==> config.mk <==
export PLATFORM = sky130hd
export DESIGN_NAME = asrm_gpio_ctrl
export DESIGN_NICKNAME = d
export VERILOG_FILES = /design/src/rtl/asrm_gpio_pkg.sv /design/src/rtl/asrm_gpio_sync.sv /design/src/rtl/asrm_gpio_ctrl.sv
export SDC_FILE = /design/constraint.sdc
export NUM_CORES = 1
export LEC_CHECK = 0
export CORE_AREA = 5 5 62 78
export DETAILED_ROUTE_END_ITERATION = 12
export DIE_AREA = 0 0 67 83
export DONT_BUFFER_PORTS = 1
export GPL_ROUTABILITY_DRIVEN = 0
export PLACE_DENSITY = 0.71
export SLEW_MARGIN = 30
export SYNTH_ARGS = -nofsm -noshare
export SYNTH_HDL_FRONTEND = slang
export SYNTH_SLANG_ARGS = --single-unit
export TNS_END_PERCENT = 10
==> constraint.sdc <==
create_clock -name clk -period 1.6 [get_ports clk]
set_input_delay 0.24 -clock clk [delete_from_list [all_inputs] [get_ports clk]]
set_output_delay 0.24 -clock clk [all_outputs]
set_load 0.02 [all_outputs]
==> src/rtl/asrm_gpio_pkg.sv <==
// Shared constants, register-select type and offset decoder for the ASRM GPIO block.
// Optional input synchronizer is selected by the ASRM_GPIO_SYNC_EN macro (see asrm_gpio_ctrl).
package asrm_gpio_pkg;

  localparam int GPIO_OFF_GPI  = 32'sd0;
  localparam int GPIO_OFF_GPO  = 32'sd1;
  localparam int GPIO_OFF_SET  = 32'sd2;
  localparam int GPIO_OFF_CLR  = 32'sd3;
  localparam int GPIO_OFF_TGL  = 32'sd4;
  localparam int GPIO_NUM_REGS = 32'sd5;

  typedef enum logic [2:0] {
    REG_GPI  = 3'd0,
    REG_GPO  = 3'd1,
    REG_SET  = 3'd2,
    REG_CLR  = 3'd3,
    REG_TGL  = 3'd4,
    REG_NONE = 3'd7
  } gpio_reg_e;

  // Offsets past the register file map to REG_NONE so they read 0 and ignore writes.
  function automatic gpio_reg_e gpio_decode(input logic [31:0] offset);
    gpio_reg_e sel;
    sel = REG_NONE;
    if (offset < 32'(GPIO_NUM_REGS)) begin
      case (offset)
        32'(GPIO_OFF_GPI): sel = REG_GPI;
        32'(GPIO_OFF_GPO): sel = REG_GPO;
        32'(GPIO_OFF_SET): sel = REG_SET;
        32'(GPIO_OFF_CLR): sel = REG_CLR;
        32'(GPIO_OFF_TGL): sel = REG_TGL;
        default:           sel = REG_NONE;
      endcase
    end else begin
      sel = REG_NONE;
    end
    return sel;
  endfunction

endpackage

==> src/rtl/asrm_gpio_sync.sv <==
// Two-flop synchronizer for the asynchronous GPI pins, synchronous active-high reset.
module asrm_gpio_sync #(
  parameter int width = 16
) (
  input  logic             clk,
  input  logic             reset,
  input  logic [width-1:0] d,
  output logic [width-1:0] q
);

  logic [width-1:0] meta_r;
  logic [width-1:0] sync_r;

  // Capture stage followed by the stable stage.
  always_ff @(posedge clk) begin
    if (reset) begin
      meta_r <= '0;
      sync_r <= '0;
    end else begin
      meta_r <= d;
      sync_r <= meta_r;
    end
  end

  assign q = sync_r;

endmodule

==> src/rtl/asrm_gpio_ctrl.sv <==
// ASRM GPIO peripheral: GPI/GPO/SET/CLR/TGL register window at base_addr.
// Define ASRM_GPIO_SYNC_EN to put GPI behind a two-flop synchronizer.
module asrm_gpio_ctrl
  import asrm_gpio_pkg::*;
#(
  parameter int wordsize       = 16,
  parameter int base_addr_size = 4,
  parameter int base_addr      = 2
) (
  input  logic                      clk,
  input  logic                      reset,
  input  logic                      enable,
  input  logic [base_addr_size-1:0] addr,
  input  logic                      write_en,
  input  logic [wordsize-1:0]       data_in,
  output logic [wordsize-1:0]       data_out,
  input  logic [wordsize-1:0]       gpi,
  output logic [wordsize-1:0]       gpo
);

  localparam logic [base_addr_size-1:0] BASE_ADDR_L = base_addr[base_addr_size-1:0];

  logic [base_addr_size-1:0] offset_s;
  logic                      in_range_s;
  gpio_reg_e                 sel_s;
  logic                      wr_s;
  logic [wordsize-1:0]       gpi_s;
  logic [wordsize-1:0]       gpo_nxt_s;
  logic [wordsize-1:0]       gpo_r;

  function automatic logic [wordsize-1:0] apply_write(
    input gpio_reg_e           sel,
    input logic [wordsize-1:0] cur,
    input logic [wordsize-1:0] wdata
  );
    logic [wordsize-1:0] res;
    case (sel)
      REG_GPO: res = wdata;
      REG_SET: res = cur | wdata;
      REG_CLR: res = cur & ~wdata;
      REG_TGL: res = cur ^ wdata;
      default: res = cur;
    endcase
    return res;
  endfunction

`ifdef ASRM_GPIO_SYNC_EN
  asrm_gpio_sync #(
    .width (wordsize)
  ) u_sync (
    .clk   (clk),
    .reset (reset),
    .d     (gpi),
    .q     (gpi_s)
  );
`else
  assign gpi_s = gpi;
`endif

  assign offset_s   = addr - BASE_ADDR_L;
  assign in_range_s = (addr >= BASE_ADDR_L);

  // Address decode; the subtraction wraps, so the lower bound is checked separately.
  always_comb begin
    sel_s = REG_NONE;
    if (in_range_s) begin
      sel_s = gpio_decode(32'(offset_s));
    end else begin
      sel_s = REG_NONE;
    end
  end

  assign wr_s      = enable & write_en & (sel_s != REG_NONE);
  assign gpo_nxt_s = apply_write(sel_s, gpo_r, data_in);

  // Output register; reset takes priority over a coincident write.
  always_ff @(posedge clk) begin
    if (reset) begin
      gpo_r <= '0;
    end else if (wr_s) begin
      gpo_r <= gpo_nxt_s;
    end else begin
      gpo_r <= gpo_r;
    end
  end

  // Zero-latency read mux; deselected or unmapped accesses return 0.
  always_comb begin
    data_out = '0;
    if (enable) begin
      case (sel_s)
        REG_GPI:                            data_out = gpi_s;
        REG_GPO, REG_SET, REG_CLR, REG_TGL: data_out = gpo_r;
        default:                            data_out = '0;
      endcase
    end else begin
      data_out = '0;
    end
  end

  assign gpo = gpo_r;

endmodule

==> load_flow_metrics.sql, run 1 <==
INSERT INTO impl_metrics (metric_group, metric, value, unit) VALUES
('setup_path', 'rrSetupSlack', '0.34', 'ns'),
('sta', 'final.min_clock_period', '1.64', 'ns'),
('logic_synthesis', 'synth_top_cell_area_share', '0.196', ''),
('logic_synthesis', 'synth-edff-count', '0', ''),
('setup_path', 'crit_path_end_kind', 'output pin', ''),
('sta', 'slew_violations', '0', ''),
('setup_path', 'max_incr_delay_on_cp', '0.23', 'ns'),
('pwr', 'worst_ir_drop_vdd', '362', 'uV'),
('floorplanning', 'fp.dieW', '67', 'um'),
('grt', 'track_usage', '0.211', ''),
('sta', 'grt_setup_unrepaired', 'true', ''),
('placed_design', 'pre_cts_setup_slack', '-0.0480', 'ns'),
('cts', 'cts_tree', 'built', ''),
('logic_synthesis', 'leading_cell_types_by_count_after_synthesis', 'sky130_fd_sc_hd__inv_1 (49), sky130_fd_sc_hd__ha_1 (33), sky130_fd_sc_hd__nand2_1 (18)', ''),
('grt', 'initial_antenna_violation_count', '0', ''),
('grt', 'grt_overflow', '0', ''),
('logic_synthesis', 'ys_seq_elements', '16', ''),
('route', 'final_antenna_net_count', '0', ''),
('grt', 'gr-usage-met3', '0.0324', ''),
('cts', 'clock_edge_transition_at_the_registers_on_the_reported_setup_and_hold_paths', '0.07', 'ns'),
('placed_design', 'portBuffers', '0', ''),
('cells_and_area', 'flow.area_growth_from_synthesis', '31.7', '%'),
('route', 'post_drt_via_cell_ratio', '5.89', ''),
('grt', 'grt_pass1_vias', '1945', ''),
('sta', 'layout_worst_path_cycle_share', '1.03', ''),
('setup_path', 'path_delay_family', 'compound AO/OA/AOI/OAI gates', ''),
('cells_and_area', 'nNetsFinal', '351', ''),
('run_status', 'failing_checks', 'setup timing', ''),
('setup_path', 'worst_ep_required_time', '1.36', 'ns'),
('route', 'via_count', '1963', ''),
('logic_synthesis', 'ys_top_cells_by_area', 'sky130_fd_sc_hd__ha_1 (20%), sky130_fd_sc_hd__dfxtp_1 (15%), sky130_fd_sc_hd__inv_1 (8.8%)', ''),
('placed_design', 'dp_hpwl', '3910', 'um'),
('cts', 'clock_insertion_delay_worst_skew', '0.25', 'ns'),
('sta', 'worst_case_setup_margin_in_the_final_layout', '-0.0400', 'ns'),
('cells_and_area', 'largest_reg_flops', '16', ''),
('cts', 'cts_num_sinks', '16', ''),
('hold_path', 'hold_path.class', 'input port to register', ''),
('sta', 'finalSetupViolCount', '12', ''),
('cells_and_area', 'diodes', '0', ''),
('setup_path', 'cp.buffers_inverters', '3', ''),
('setup_path', 'critPathSlowestCell', 'sky130_fd_sc_hd__a21boi_4', ''),
('logic_synthesis', 'asr_flop_ratio_synth', '0', ''),
('sta', 'fin_worst_skew', '0', 'ns'),
('cts', 'cts_max_path_buffers', '2', ''),
('pwr', 'power.static_leakage', '1.11', 'nW'),
('logic_synthesis', 'yosysWarnings', '0', ''),
('logic_synthesis', 'synthesis.area', '2100', 'um2'),
('floorplanning', 'fp.dieH', '83', 'um'),
('setup_path', 'worstPathCellList', 'inv_4 -> ha_4 -> xnor2_4 -> o31a_1 -> buf_6 -> clkbuf_16 -> nand3_1 -> a21boi_4', ''),
('setup_path', 'cp_max_fo', '6', ''),
('logic_synthesis', 'mappedNetlistNets', '335', ''),
('flow_run', 'drv_cap', '0', ''),
('logic_synthesis', 'synth_top_area_cell', 'sky130_fd_sc_hd__ha_1', ''),
('floorplanning', 'core-area', '4000', 'um2'),
('run_status', 'run_status', 'finished with violations', ''),
('route', 'first_iter_violations', '64', ''),
('setup_path', 'criticalPathCategory', 'input port to output pin', ''),
('cts', 'clockRootBuffer', 'sky130_fd_sc_hd__clkbuf_8', ''),
('floorplanning', 'pin_count', '72', ''),
('logic_synthesis', 'synth_seq_area_share', '0.152', ''),
('sta', 'timing.max_slew.rel_slack', '0.834', ''),
('floorplanning', 'dieArea', '5560', 'um2'),
('route', 'route.final.wire_length', '5760', 'um'),
('setup_path', 'crit_path_start_kind', 'input port', ''),
('grt', 'gr-usage-met2', '0.354', ''),
('route', 'drt-pass1-iter-count', '4', ''),
('cts', 'holdBufCountCts', '0', ''),
('route', 'drt_drc_violations_left', '0', ''),
('route', 'detailed_route_wire_length_per_cell', '17.3', 'um'),
('grt', 'met1_usage', '0.265', ''),
('grt', 'wire_length_of_the_first_global_routing_pass', '9320', 'um');
metal layers:
| metal | routed length (um) | share of wire | vias to the layer above |
|---|---|---|---|
| li1 | - | - | 949 |
| met4 | 146 | 0.025 | 0 |
| met1 | 2370 | 0.41 | 913 |
| met2 | 2910 | 0.50 | 82 |
| met5 | 0 | 0 | - |
| met3 | 331 | 0.057 | 19 |
layout make-up:
class | count | area (um2)
multi-input cells | 174 | 1770
fillers | 309 | 1230
repair buffers | 34 | 359
flip-flops and latches | 16 | 320
inverters | 49 | 189
well taps | 56 | 70.1
clock buffers | 4 | 55.1
kinds of logic after synthesis:
group	Yosys count	share of synthesized area
mux	15	0.0714
flops	16	0.152
xor+xnor	2	0.0119
simple gates	57	0.143
compound gates	67	0.280
buf+inv	72	0.145
fa+ha+maj	33	0.196
metrics by stage:
stage	util	cells	area [um2]	hold slack (ns)
2_1_floorplan	-	262	2340	0.530
3_5_place_dp	0.638	326	2550	0.314
6_report	0.692	333	2770	0.0501
5_1_grt	0.692	333	2770	0.0444
4_1_cts	0.676	332	2700	0.0456
3_3_place_gp	0.638	326	2550	0.312
power breakdown:
part	total, mW	switching [mW]	internal, mW	leakage (nW)
Combinational	0.595	0.318	0.277	0.948
Clock	0.371	0.152	0.219	0.0288
Sequential	0.445	0.0265	0.418	0.130
repair_timing:
action                                 in CTS  in global routing
setup endpoints to repair                  15                 16
endpoints found under the hold margin       0                  0
buffers inserted                            1                  0
pin swaps                                   5                  8
gates cloned                                1                  1
gates resized for setup                    11                  6
final timing paths:
path,start,endpoint,cells past startpoint
max,addr[2],data_out[8],8
min,reset,gpo[3],1
min reg2reg,gpo[2],gpo[2],2
max reg2reg,gpo[4],gpo[4],5
cell usage in the layout (no fill, tap or decap), drive strengths merged, types with 2 or more instances in the layout:
master	Yosys	routed
a21boi	16	16
a22oi	16	16
a311oi	16	16
a31oi	16	16
and3	2	2
buf	12	33
clkbuf	11	5
dfxtp	16	16
ha	33	33
inv	49	49
mux2i	15	15
nand2	18	18
nand3	16	16
or3	16	16
worst reg2reg max path, cell delays in order (launching register included):
cell                       delay (ns)
sky130_fd_sc_hd__dfxtp_1         0.43
sky130_fd_sc_hd__inv_1           0.07
sky130_fd_sc_hd__ha_1            0.17
sky130_fd_sc_hd__mux2i_1         0.18
sky130_fd_sc_hd__a22oi_2         0.09
sky130_fd_sc_hd__a311oi_2        0.24
No activity file was read; power rests on OpenSTA's default activity.
==> inputs of run 2 (changes only) <==
Settings changed: CORE_AREA 5 5 62 78 to 2 2 59 75, DIE_AREA 0 0 67 83 to 0 0 61 77.
==> run 2 against run 1 <==
The flow still finishes with violations (setup timing). Global-route usage grew 2.5 points. Clock skew unchanged. Largest cell class unchanged. Clock power up 6.2%. Clock-buffer cell count is the same. Sequential cell count unchanged. Die area is 16% lower. Utilization increased by 1.5 points. Final area is 2.2% higher. Critical path depth did not move. Routed wire length is 1.8% higher.
==> load_flow_metrics.sql, run 2 (synthesized netlist as in run 1, its figures left out) <==
INSERT INTO impl_metrics (metric_group, metric, value, unit) VALUES
('run_status', 'run_status', 'finished with violations', ''),
('run_status', 'failing_checks', 'setup timing', ''),
('placed_design', 'portBuffers', '0', ''),
('sta', 'fin_worst_skew', '0', 'ns'),
('sta', 'timing.hold.ws', '0.0282', 'ns'),
('cells_and_area', 'largest_reg_flops', '16', ''),
('sta', 'final.min_clock_period', '1.61', 'ns'),
('setup_path', 'cp_max_fo', '7', ''),
('setup_path', 'timing.critical_path.arrival', '1.37', 'ns'),
('flow_run', 'drv_cap', '0', ''),
('sta', 'clock.fmax', '0.621', 'GHz'),
('cells_and_area', 'final_layout_size_suffix_gt1_frac', '0.353', ''),
('cts', 'cts_max_path_buffers', '2', ''),
('cts', 'clock_insertion_delay_worst_skew', '0.26', 'ns'),
('grt', 'track_usage', '0.235', ''),
('cts', 'tritoncts.num_buffers', '3', ''),
('sta', 'grt_setup_unrepaired', 'true', ''),
('hold_path', 'hold_path.class', 'input port to register', ''),
('cells_and_area', 'final_common_cell', 'sky130_fd_sc_hd__inv_1', ''),
('grt', 'grt_overflow', '0', ''),
('cts', 'holdBufCountCts', '0', ''),
('floorplanning', 'fp-row-count', '26', ''),
('setup_path', 'ff2ff_path_depth', '5', ''),
('grt', 'maximum_number_of_pins_on_one_net_before_global_route_repair', '29', ''),
('floorplanning', 'initial_core_util', '0.525', ''),
('hold_path', 'worst_hold_path.num_cells', '1', ''),
('cells_and_area', 'nNetsFinal', '357', ''),
('setup_path', 'criticalPathCategory', 'input port to output pin', ''),
('setup_path', 'rrSetupSlack', '0.36', 'ns'),
('sta', 'layout_worst_path_cycle_share', '1.01', ''),
('floorplanning', 'pin_count', '72', ''),
('route', 'via_count', '1998', ''),
('setup_path', 'crit_path_end_kind', 'output pin', ''),
('cts', 'clockRootBuffer', 'sky130_fd_sc_hd__clkbuf_8', ''),
('cells_and_area', 'flow.area_growth_from_synthesis', '34.6', '%'),
('floorplanning', 'dieArea', '4700', 'um2'),
('route', 'drt_drc_violations_left', '0', ''),
('setup_path', 'reg_to_reg_end', 'gpo[2]', ''),
('setup_path', 'worst_ep_required_time', '1.36', 'ns'),
('grt', 'initial_antenna_violation_count', '0', ''),
('floorplanning', 'core-area', '4000', 'um2'),
('cells_and_area', 'final_cell_mix', 'sky130_fd_sc_hd__inv_1 (47), sky130_fd_sc_hd__ha_1 (32), sky130_fd_sc_hd__buf_4 (31), sky130_fd_sc_hd__nand2_1 (18)', ''),
('sta', 'finalSetupViolCount', '7', ''),
('sta', 'worst_slew_pin_slew', '0.237', 'ns'),
('sta', 'slew_violations', '0', ''),
('grt', 'grt_pass1_vias', '1884', ''),
('sta', 'timing.max_slew.rel_slack', '0.840', ''),
('cts', 'ctsHtreeMaxLevel', '1', ''),
('route', 'drt-pass1-iter-count', '4', ''),
('pwr', 'total_power', '1.46', 'mW'),
('route', 'detailed_route_wire_length_per_cell', '17.3', 'um'),
('route', 'route.final.wire_length', '5860', 'um'),
('sta', 'final-hold-violation-count', '0', ''),
('sta', 'fin_setup_tns', '-0.0473', 'ns'),
('route', 'final_antenna_net_count', '0', ''),
('cts', 'clock_edge_transition_at_the_registers_on_the_reported_setup_and_hold_paths', '0.08', 'ns'),
('route', 'post_drt_via_cell_ratio', '5.89', ''),
('hold_path', 'hold_path_startpoint', 'reset', ''),
('setup_path', 'crit_path_start_kind', 'input port', ''),
('cts', 'cts_num_sinks', '16', ''),
('sta', 'worst_case_setup_margin_in_the_final_layout', '-0.0114', 'ns'),
('floorplanning', 'fp.dieW', '61', 'um'),
('setup_path', 'r2r-start', 'gpo[2]', ''),
('route', 'first_iter_violations', '56', ''),
('cells_and_area', 'diodes', '0', ''),
('grt', 'wire_length_of_the_first_global_routing_pass', '8680', 'um'),
('cts', 'cts_tree', 'built', ''),
('floorplanning', 'fp.dieH', '77', 'um'),
('pwr', 'pwr_density_cell', '517', 'nW/um2'),
('pwr', 'power.static_leakage', '1.14', 'nW'),
('pwr', 'worst_ir_drop_vdd', '287', 'uV'),
('placed_design', 'dp_hpwl', '3880', 'um'),
('hold_path', 'worstHoldEndpoint', 'gpo[5]', '');
==> run 2: how the worst max path moves through the flow <==
stage,end,startpoint,slack [ns],cells past startpoint
after global routing,data_out[14],addr[2],-0.05,8
after CTS,data_out[1],addr[2],-0.03,7
after detailed placement,gpo[7],addr[2],-0.06,7
final,data_out[1],addr[2],-0.01,8
after global placement,gpo[4],addr[2],-0.01,8
after floorplan,gpo[1],addr[2],-0.007,8
==> run 2: report_power, final <==
group | internal [mW] | switching [mW] | total, mW | leakage (nW)
clock network | 0.220 | 0.174 | 0.394 | 0.0288
logic | 0.294 | 0.331 | 0.625 | 0.978
registers | 0.418 | 0.0245 | 0.442 | 0.130
total | 0.932 | 0.529 | 1.46 | 1.14
==> run 2: metrics by stage <==
| stage | util | instance area (um2) | std cells | setup WS [ns] |
|---|---|---|---|---|
| finish | 0.707 | 2830 | 339 | -0.0114 |
| global route | 0.707 | 2830 | 339 | -0.0456 |
| CTS | 0.667 | 2670 | 332 | -0.0265 |
| detailed placement | 0.642 | 2570 | 328 | -0.0610 |
| global placement | 0.642 | 2570 | 328 | -0.00987 |
| floorplan | - | 2340 | 262 | -0.00662 |
==> run 2: layout make-up <==
| class | count | area [um2] |
|---|---|---|
| Timing Repair Buffer | 40 | 399 |
| Fill cell | 313 | 1170 |
| Clock buffer | 4 | 55.1 |
| Inverter | 49 | 199 |
| Sequential cell | 16 | 320 |
| Multi-Input combinational cell | 174 | 1790 |
| Tap cell | 56 | 70.1 |
==> run 2: worst max-delay path, stage by stage <==
cell and delay, ns:
sky130_fd_sc_hd__inv_8 0.01, sky130_fd_sc_hd__ha_4 0.16, sky130_fd_sc_hd__xnor2_2 0.15, sky130_fd_sc_hd__o31a_1 0.17, sky130_fd_sc_hd__buf_6 0.13, sky130_fd_sc_hd__buf_12 0.13, sky130_fd_sc_hd__nand3_1 0.13, sky130_fd_sc_hd__a21boi_4 0.24
==> run 2: metal layers <==
layer,vias up,share of wire,GRT usage
met5,-,0,0
met3,7,0.045,0.0455
met2,53,0.53,0.409
met4,0,0.010,0.0652
met1,978,0.41,0.284
li1,960,-,-
==> run 2: what timing repair did <==
action	4_1_cts	5_1_grt
gates resized for setup	7	16
gates cloned	0	2
pin swaps	0	11
buffers inserted	0	5
endpoints found under the hold margin	0	0
endpoints found under the setup margin	16	16
